**config.mk**
```make
export PLATFORM = sky130hd
export DESIGN_NAME = seq_match_detect
export DESIGN_NICKNAME = d
export VERILOG_FILES = /design/src/rtl/seq_match_pkg.sv /design/src/rtl/seq_match_cmp.sv /design/src/rtl/seq_match_detect.sv
export SDC_FILE = /design/constraint.sdc
export NUM_CORES = 1
export LEC_CHECK = 0
export CAP_MARGIN = 10
export CORE_MARGIN = 4
export CORE_UTILIZATION = 42
export CTS_CLUSTER_DIAMETER = 50
export DETAILED_ROUTE_END_ITERATION = 10
export HOLD_SLACK_MARGIN = 0.12
export PLACE_DENSITY = 0.86
export SYNTH_ARGS = -nofsm -noshare
export SYNTH_HDL_FRONTEND = slang
export SYNTH_HIERARCHICAL = 1
export SYNTH_SLANG_ARGS = --single-unit
```
**constraint.sdc**
```tcl
create_clock -name clk -period 1.3 [get_ports clk]
set_input_delay 0.13 -clock clk [delete_from_list [all_inputs] [get_ports clk]]
set_output_delay 0.13 -clock clk [all_outputs]
set_load 0.005 [all_outputs]
```
**src/rtl/seq_match_pkg.sv**
```systemverilog
// -----------------------------------------------------------------------------
// seq_match_pkg
// Shared types for the sequence-match detector.
//   mode_e  : compare mode selector carried on the 2-bit 'mode' input
//   state_e : detector FSM state, also exported on the debug port
// -----------------------------------------------------------------------------
package seq_match_pkg;

  typedef enum logic [1:0] {
    MODE_EQ   = 2'b00,   // s == r
    MODE_GE   = 2'b01,   // s >= r, unsigned
    MODE_LE   = 2'b10,   // s <= r, unsigned
    MODE_MASK = 2'b11    // (s & r) != 0
  } mode_e;

  typedef enum logic [1:0] {
    ST_IDLE = 2'b00,     // no match run in progress, count 0
    ST_ARM  = 2'b01,     // partial run, 0 < count < DEPTH
    ST_HIT  = 2'b10      // DEPTH consecutive matches seen, flag set
  } state_e;

endpackage

```
**src/rtl/seq_match_cmp.sv**
```systemverilog
// -----------------------------------------------------------------------------
// seq_match_cmp
// Purely combinational sample/reference comparator.
// Ports:
//   s    [WIDTH-1:0] in  sample word
//   r    [WIDTH-1:0] in  reference word
//   mode [1:0]       in  compare mode (see seq_match_pkg::mode_e)
//   hit              out compare result
// All comparisons are unsigned over the full WIDTH.
// -----------------------------------------------------------------------------
module seq_match_cmp
  import seq_match_pkg::*;
#(
  parameter int WIDTH = 4
) (
  input  logic [WIDTH-1:0] s,
  input  logic [WIDTH-1:0] r,
  input  logic [1:0]       mode,
  output logic             hit
);

  always_comb begin
    hit = 1'b0;
    case (mode_e'(mode))
      MODE_EQ:   hit = (s == r);
      MODE_GE:   hit = (s >= r);
      MODE_LE:   hit = (s <= r);
      MODE_MASK: hit = ((s & r) != '0);
      default:   hit = 1'b0;
    endcase
  end

endmodule

```
**src/rtl/seq_match_detect.sv**
```systemverilog
// -----------------------------------------------------------------------------
// seq_match_detect
// Registers the result of comparing each accepted sample against a reference
// and raises a detect flag after DEPTH consecutive accepted matches.
//
// Handshake: in_valid qualifies s/r/mode in the cycle it is high; the block
// always accepts (no ready). An accepted sample yields T with a one-cycle
// t_valid pulse on the next cycle. Cycles with in_valid low neither break nor
// advance a match run. clear has priority over a sample presented with it.
//
// Ports:
//   clk        in  clock, rising edge
//   rst_n      in  asynchronous active-low reset
//   in_valid   in  sample qualifier
//   s, r       in  sample / reference words [WIDTH-1:0]
//   mode       in  compare mode [1:0]
//   clear      in  synchronous clear of count, flag and T
//   T          out registered compare result of last accepted sample
//   t_valid    out one-cycle pulse, T updated this cycle
//   f          out detect flag
//   match_cnt  out consecutive-match count, saturating at DEPTH
//   dbg_state  out current FSM state (seq_match_pkg::state_e encoding)
//
// Build option: define SEQ_MATCH_HYST_EN to make the flag release after DEPTH
// consecutive misses while in HIT. Without it the flag is sticky until clear
// or reset.
// -----------------------------------------------------------------------------
module seq_match_detect
  import seq_match_pkg::*;
#(
  parameter int WIDTH = 4,
  parameter int DEPTH = 3
) (
  input  logic                       clk,
  input  logic                       rst_n,
  input  logic                       in_valid,
  input  logic [WIDTH-1:0]           s,
  input  logic [WIDTH-1:0]           r,
  input  logic [1:0]                 mode,
  input  logic                       clear,
  output logic                       T,
  output logic                       t_valid,
  output logic                       f,
  output logic [$clog2(DEPTH+1)-1:0] match_cnt,
  output logic [1:0]                 dbg_state
);

  localparam int            CW      = $clog2(DEPTH + 1);
  localparam logic [CW-1:0] DEPTH_C = CW'(DEPTH);
  localparam logic [CW-1:0] ONE_C   = CW'(1);

  // Reset release is brought through two flops so the FSM only starts
  // accepting samples once deassertion has been seen synchronously.
  logic [1:0] r_rst_sync;
  logic       w_run;

  always_ff @(posedge clk or negedge rst_n) begin
    if (!rst_n) r_rst_sync <= 2'b00;
    else        r_rst_sync <= {r_rst_sync[0], 1'b1};
  end

  assign w_run = r_rst_sync[1];

  logic w_hit;
  logic w_acc;

  seq_match_cmp #(.WIDTH(WIDTH)) u_cmp (
    .s    (s),
    .r    (r),
    .mode (mode),
    .hit  (w_hit)
  );

  assign w_acc = in_valid & w_run & ~clear;

  state_e        r_state, w_state_nxt;
  logic [CW-1:0] r_cnt,   w_cnt_nxt;
  logic          r_t;
  logic          r_t_valid;

`ifdef SEQ_MATCH_HYST_EN
  logic [CW-1:0] r_miss,  w_miss_nxt;
`endif

  // Next-state / count logic
  always_comb begin
    w_state_nxt = r_state;
    w_cnt_nxt   = r_cnt;
`ifdef SEQ_MATCH_HYST_EN
    w_miss_nxt  = r_miss;
`endif
    if (clear) begin
      w_state_nxt = ST_IDLE;
      w_cnt_nxt   = '0;
`ifdef SEQ_MATCH_HYST_EN
      w_miss_nxt  = '0;
`endif
    end else if (w_acc) begin
      case (r_state)
        ST_IDLE: begin
          if (w_hit) begin
            w_cnt_nxt   = ONE_C;
            w_state_nxt = (DEPTH == 1) ? ST_HIT : ST_ARM;
          end
        end
        ST_ARM: begin
          if (w_hit) begin
            w_cnt_nxt = r_cnt + ONE_C;
            if ((r_cnt + ONE_C) == DEPTH_C) w_state_nxt = ST_HIT;
          end else begin
            w_cnt_nxt   = '0;
            w_state_nxt = ST_IDLE;
          end
        end
        ST_HIT: begin
          // count stays saturated while the flag is up
          w_cnt_nxt = DEPTH_C;
`ifdef SEQ_MATCH_HYST_EN
          if (w_hit) begin
            w_miss_nxt = '0;
          end else if ((r_miss + ONE_C) == DEPTH_C) begin
            w_miss_nxt  = '0;
            w_cnt_nxt   = '0;
            w_state_nxt = ST_IDLE;
          end else begin
            w_miss_nxt = r_miss + ONE_C;
          end
`endif
        end
        default: begin
          w_state_nxt = ST_IDLE;
          w_cnt_nxt   = '0;
        end
      endcase
    end
  end

  // State register
  always_ff @(posedge clk or negedge rst_n) begin
    if (!rst_n) begin
      r_state <= ST_IDLE;
      r_cnt   <= '0;
    end else begin
      r_state <= w_state_nxt;
      r_cnt   <= w_cnt_nxt;
    end
  end

`ifdef SEQ_MATCH_HYST_EN
  always_ff @(posedge clk or negedge rst_n) begin
    if (!rst_n) r_miss <= '0;
    else        r_miss <= w_miss_nxt;
  end
`endif

  // Result register: T holds between accepted samples, cleared by clear
  always_ff @(posedge clk or negedge rst_n) begin
    if (!rst_n) begin
      r_t       <= 1'b0;
      r_t_valid <= 1'b0;
    end else begin
      r_t_valid <= w_acc;
      if (clear)      r_t <= 1'b0;
      else if (w_acc) r_t <= w_hit;
    end
  end

  assign T         = r_t;
  assign t_valid   = r_t_valid;
  assign f         = (r_state == ST_HIT);
  assign match_cnt = r_cnt;
  assign dbg_state = r_state;

endmodule

```
== Word-level counts from Yosys, hierarchy flattened ==
Cells that the tools add are included.

* Register bits after elaboration: 8
* Input port bits: 14
* Output and inout bits: 7
* Word-level logic and storage cells: 41

* Add/sub/neg operators: 1
* $lt $le $gt $ge: 2
* Equal/unequal tests: 10
* Mux-type cells: 13
* Bitwise gates (word level): 4
* Reductions and logical operators: 6

{| class="wikitable"
|+ Operator list
! kind !! number
|-
| $mux 2 || 8
|-
| $pmux 2 s3 || 2
|-
| $eq 2x2->1 const B || 4
|-
| $and 4x4->4 || 1
|-
| $eq 2x1->1 const B || 2
|-
| $eq 4x4->1 || 1
|-
| $ge 4x4->1 || 1
|-
| $le 4x4->1 || 1
|-
| $logic_not 2->1 || 2
|-
| $ne 4x4->1 const B || 1
|-
| $pmux 1 s4 || 1
|-
| $reduce_and 4->1 || 1
|-
| $reduce_bool 4->1 || 1
|-
| $ne 3x3->1 const B || 1
|-
| $add 2x1->2 const B || 1
|-
| $and 1x1->1 || 2
|-
| $mux 1 || 2
|-
| $ne 2x2->1 const B || 1
|-
| $reduce_and 2->1 || 1
|-
| $reduce_bool 2->1 || 1
|-
| $not 1->1 || 1
|}

== Logic depth before layout (Yosys ltp) ==
* Word-level depth: 7
* Mapped depth: 9

== Cells and area by module ==
Netlist, hierarchy kept.

{| class="wikitable"
|+ Modules (own cells, without submodules)
! module !! times used !! cells each !! area an instance (um^2) !! sequential area each (um^2)
|-
| seq_match_detect || 1 || 35 || 369.1 || 200.2
|-
| seq_match_cmp || 1 || 21 || 201.4 || 0.0
|}

== Least setup slack after synthesis ==
OpenSTA, ideal clock, no wires.

* Kind: input-to-reg
* From: in r[3]
* To: reg r_cnt[1] (netlist: match_cnt[1])
* Library setup time: 125 ps
* Data arrival time: 1595 ps
* Data required time: 1175 ps
* Path slack: -420 ps
* Cell stages on the path: 8
* Cell sequence: inv_1 -> ha_1 -> and4_2 -> a31o_1 -> a2bb2oi_2 -> or3_1 -> a31oi_1 -> nor3_1

* Word-level cells in the longest chain between the ends: 7

{| class="wikitable"
|+ Ends and longest elaborated chain
! what !! RTL line !! source
|-
| from (decl) || seq_match_detect.sv:38 || <nowiki>input logic [WIDTH-1:0] r,</nowiki>
|-
| parallel branches: the longest is 2 deep, another holds $le 4x4->1 || - ||
|-
| $pmux 1 s4 (*) || seq_match_cmp.sv:24 || <nowiki>case (mode_e'(mode))</nowiki>
|-
| net w_hit || seq_match_detect.sv:64 || <nowiki>logic w_hit;</nowiki>
|-
| $mux 2 || seq_match_detect.sv:107 || <nowiki>if (w_hit) begin</nowiki>
|-
| $pmux 2 s3 || seq_match_detect.sv:99 || <nowiki>case (r_state)</nowiki>
|-
| $mux 2 || seq_match_detect.sv:98 || <nowiki>end else if (w_acc) begin</nowiki>
|-
| $mux 2 || seq_match_detect.sv:92 || <nowiki>if (clear) begin</nowiki>
|-
| to (signal assigned) || seq_match_detect.sv:145 || <nowiki>r_cnt <= w_cnt_nxt;</nowiki>
|-
| to (decl) || seq_match_detect.sv:77 || <nowiki>logic [CW-1:0] r_cnt, w_cnt_nxt;</nowiki>
|}

Mark *: on every way through the listed nets, which the timed path passes. The select of a mux whose other input is x is not followed.
A chain may end at the register's enable or synchronous reset.

== Final worst setup path ==
* From: in r[1]
* To: reg r_state[1] (netlist: dbg_state[1])

* Word-level cells in the longest chain between the ends: 7

{| class="wikitable"
|+ Ends and longest elaborated chain
! what !! RTL line !! source
|-
| parallel branches: the longest is 2 deep, another holds $le 4x4->1 || - ||
|-
| $pmux 1 s4 (*) || seq_match_cmp.sv:24 ||
|-
| net w_hit || seq_match_detect.sv:64 ||
|-
| $mux 2 || seq_match_detect.sv:107 ||
|-
| $pmux 2 s3 || seq_match_detect.sv:99 ||
|-
| $mux 2 || seq_match_detect.sv:98 ||
|-
| $mux 2 || seq_match_detect.sv:92 ||
|-
| to (signal assigned) || seq_match_detect.sv:144 || <nowiki>r_state <= w_state_nxt;</nowiki>
|-
| to (decl) || seq_match_detect.sv:76 || <nowiki>state_e r_state, w_state_nxt;</nowiki>
|}

Marked as above.

==> out/qor.csv <==
stage;metric;value;unit
outcome;status;finished with violations;
outcome;failing checks;negative setup slack;
setup_path;CP max FO;4;
routing;DR DRC count;0;
clock_tree;# H-tree levels;1;
logic_synthesis;Synth async-reset ratio;100;%
global_route;Total Routing Usage GR;17.7;%
sta;skew final;12.9;ps
floorplanning;# rows;13;
floorplanning;chip width;44.9;um
finish;layout cell share with drive strength beyond 1;46.7;%
floorplanning;starting density of the core;44.4;%
sta;final worst setup slack;-304;ps
sta;Slew Viols, Final;0;
sta;unrepaired setup endpoints after global routing;yes;
worst_hold_path;worst hold path type;input pin to async pin;
setup_path;Crit path arrival time;1790;ps
logic_synthesis;synthesized area;571;sq um
setup_path;Critical Path Sink Type;flop;
placed_design;pre-CTS WS;-1130;ps
floorplanning;core area;0.00128;sq mm
placed_design;Detailed Place HPWL;1180;um
logic_synthesis;Post-synth EDFFs;0;
routing;Detailed Route WL;1590;um
logic_synthesis;syn nets;79;
pwr;Pwr Density;736;mW/mm^2
setup_path;Worst EP required;1490;ps
logic_synthesis;Yosys reg bits;8;
logic_synthesis;top cell type's share of synthesized area;35.1;%
routing;Pre-Repair DR Iteration Count;4;
setup_path;startpoint types;input pin;
sta;Tcrit/Tclk final;123;%
floorplanning;DIE AREA;0.00201;sq mm
routing;post-route ant nets;0;
logic_synthesis;yosys warns;6;
logic_synthesis;Synth area leader;dfrtp_1;
global_route;global-route wire length before repair;2460;um
logic_synthesis;average size of a mapped cell;10.2;sq um
clock_tree;cts bufs inserted;3;
clock_tree;hold_buf cts;0;
clock_tree;CTS sink count;8;
floorplanning;Ports;21;
placed_design;IO buf count;20;
logic_synthesis;commonest cells in the netlist;9 x ha_1, 8 x dfrtp_1, 8 x inv_1, 4 x a21oi_1, 4 x nand2_1;
pwr;IR drop worst, VDD;593;uV
clock_tree;CTS root buffer;clkbuf_4;
sta;Post-Route Setup TNS;-1040;ps
placed_design;Placed Cells;99;
finish;nets;115;
global_route;pin count of the biggest net entering global routing;9;
sta;Fmax;624;MHz
placed_design;Final GP Congestion;0.838;
logic_synthesis;cells after synthesis;56;
logic_synthesis;Synth Flop Type;dfrtp_1;
finish;Final Util;77.4;%
flow_run;max cap viols;0;
sta;setup violators final;4;
sta;number of hold violations in the final report;0;
routing;initial DRC count;11;
routing;DR vias;556;
global_route;grt ovf;0;
sta;post-layout min period;1600;ps
logic_synthesis;top-count cell post-synth;ha_1;
logic_synthesis;Distinct cells, synth;25;
sta;WHS;147;ps
floorplanning;Die H;44.9;um
routing;WL/cell;15.1;um
clock_tree;CTS tree;done;
finish;Layout Cells excl Fill;105;
clock_tree;Max Root-Sink Buffers;2;
setup_path;Setup Crit Path Kind;input pin to flop;
clock_tree;worst skew pair latency;260;ps
global_route;initial antenna violation count;0;
clock_tree;CTS clk-pin slew, worst paths;60;ps
logic_synthesis;register area share after synthesis;35.1;%
pwr;leakage;0.462;nW
finish;n_diodes;0;
finish;area grow syn2layout;74.3;%
global_route;vias in the first global route;632;
routing;Vias per Instance;5.30;
logic_synthesis;Area contributors post-synth;dfrtp_1 35%, ha_1 20%, inv_1 5.3%, a21oi_1 3.5%, a2bb2oi_2 2.6%;
[report_power, final]
part / switching, mW / internal (mW)
clock network: 0.0868 / 0.106
logic: 0.113 / 0.157
registers: 0.00719 / 0.262
total: 0.207 / 0.525
[sequential cells by signal, indices dropped and copies added, names as in the netlist]
name,cells
t_valid,1
T,1
r_rst_sync,2
match_cnt,2
dbg_state,2
[per-layer routing]
metal | GRT usage [%] | vias to the layer above | wire (um)
met5 | 0 | - | 0
met4 | 13.5 | 0 | 32
met3 | 5.58 | 5 | 104
met2 | 33.0 | 23 | 826
met1 | 15.3 | 264 | 622
li1 | - | 264 | -
[placed cells by master, fill, tap and decap left out, types with 3 or more instances in the layout]
master,count
buf_4,10
clkbuf_4,3
clkdlybuf4s15_2,3
clkdlybuf4s50_1,7
dfrtp_1,8
dlygate4sd2_1,4
ha_1,5
ha_4,4
inv_1,4
inv_2,3
nand2_1,4
[cell type report]
type	count	area (sq um)
clock buffers	3	22.5
fillers	96	290
inverters	8	42.5
flip-flops and latches	8	200
well taps	15	18.8
multi-input cells	40	429
repair buffers	31	282
[logic make-up after synthesis]
| group | count (synthesis) | share of synthesized area, % |
|---|---|---|
| buffers and inverters | 8 | 5.26 |
| DFF | 8 | 35.1 |
| AOI/OAI and AO/OA | 13 | 18.4 |
| and+or+nand+nor | 17 | 20.8 |
| other | 1 | 0.657 |
| adders and majority gates | 9 | 19.7 |
[per-stage QoR]
step / instance area, sq um / power, mW
2_1_floorplan: 622 / 0.380
3_3_place_gp: 901 / 0.497
3_5_place_dp: 901 / 0.507
4_1_cts: 985 / 0.727
5_1_grt: 995 / 0.770
6_report: 995 / 0.732
[critical path, cell delays in order]
cell,delay [ps]
buf_12,110
inv_12,40
ha_4,190
nor2b_4,120
o211ai_2,190
a31o_1,230
a2bb2oi_4,200
nand2b_4,80
or3_1,350
a21oi_1,150
[final timing paths]
kind                       slack, ps  depth (start not counted)                     start                  endpoint
setup / recovery                -300                         10                      r[1]  dbg_state[1]$_DFFE_PN0P_
hold / removal                   150                          1                     rst_n  dbg_state[0]$_DFFE_PN0P_
setup reg to reg                 -70                          5  match_cnt[0]$_DFFE_PN0P_  match_cnt[1]$_DFFE_PN0P_
hold reg to reg                  360                          0   r_rst_sync[0]$_DFF_PN0_   r_rst_sync[1]$_DFF_PN0_
max in group asynchronous        870                          1                     rst_n             T$_DFFE_PN0P_
min in group clk                 360                          0   r_rst_sync[0]$_DFF_PN0_   r_rst_sync[1]$_DFF_PN0_
[what timing repair did]
action	CTS	global route
hold endpoints to repair	0	0
endpoints found under the setup margin	10	5
pin swaps	10	2
buffers inserted	3	0
resized for setup	49	4
No activity file was read; power rests on OpenSTA's default activity.
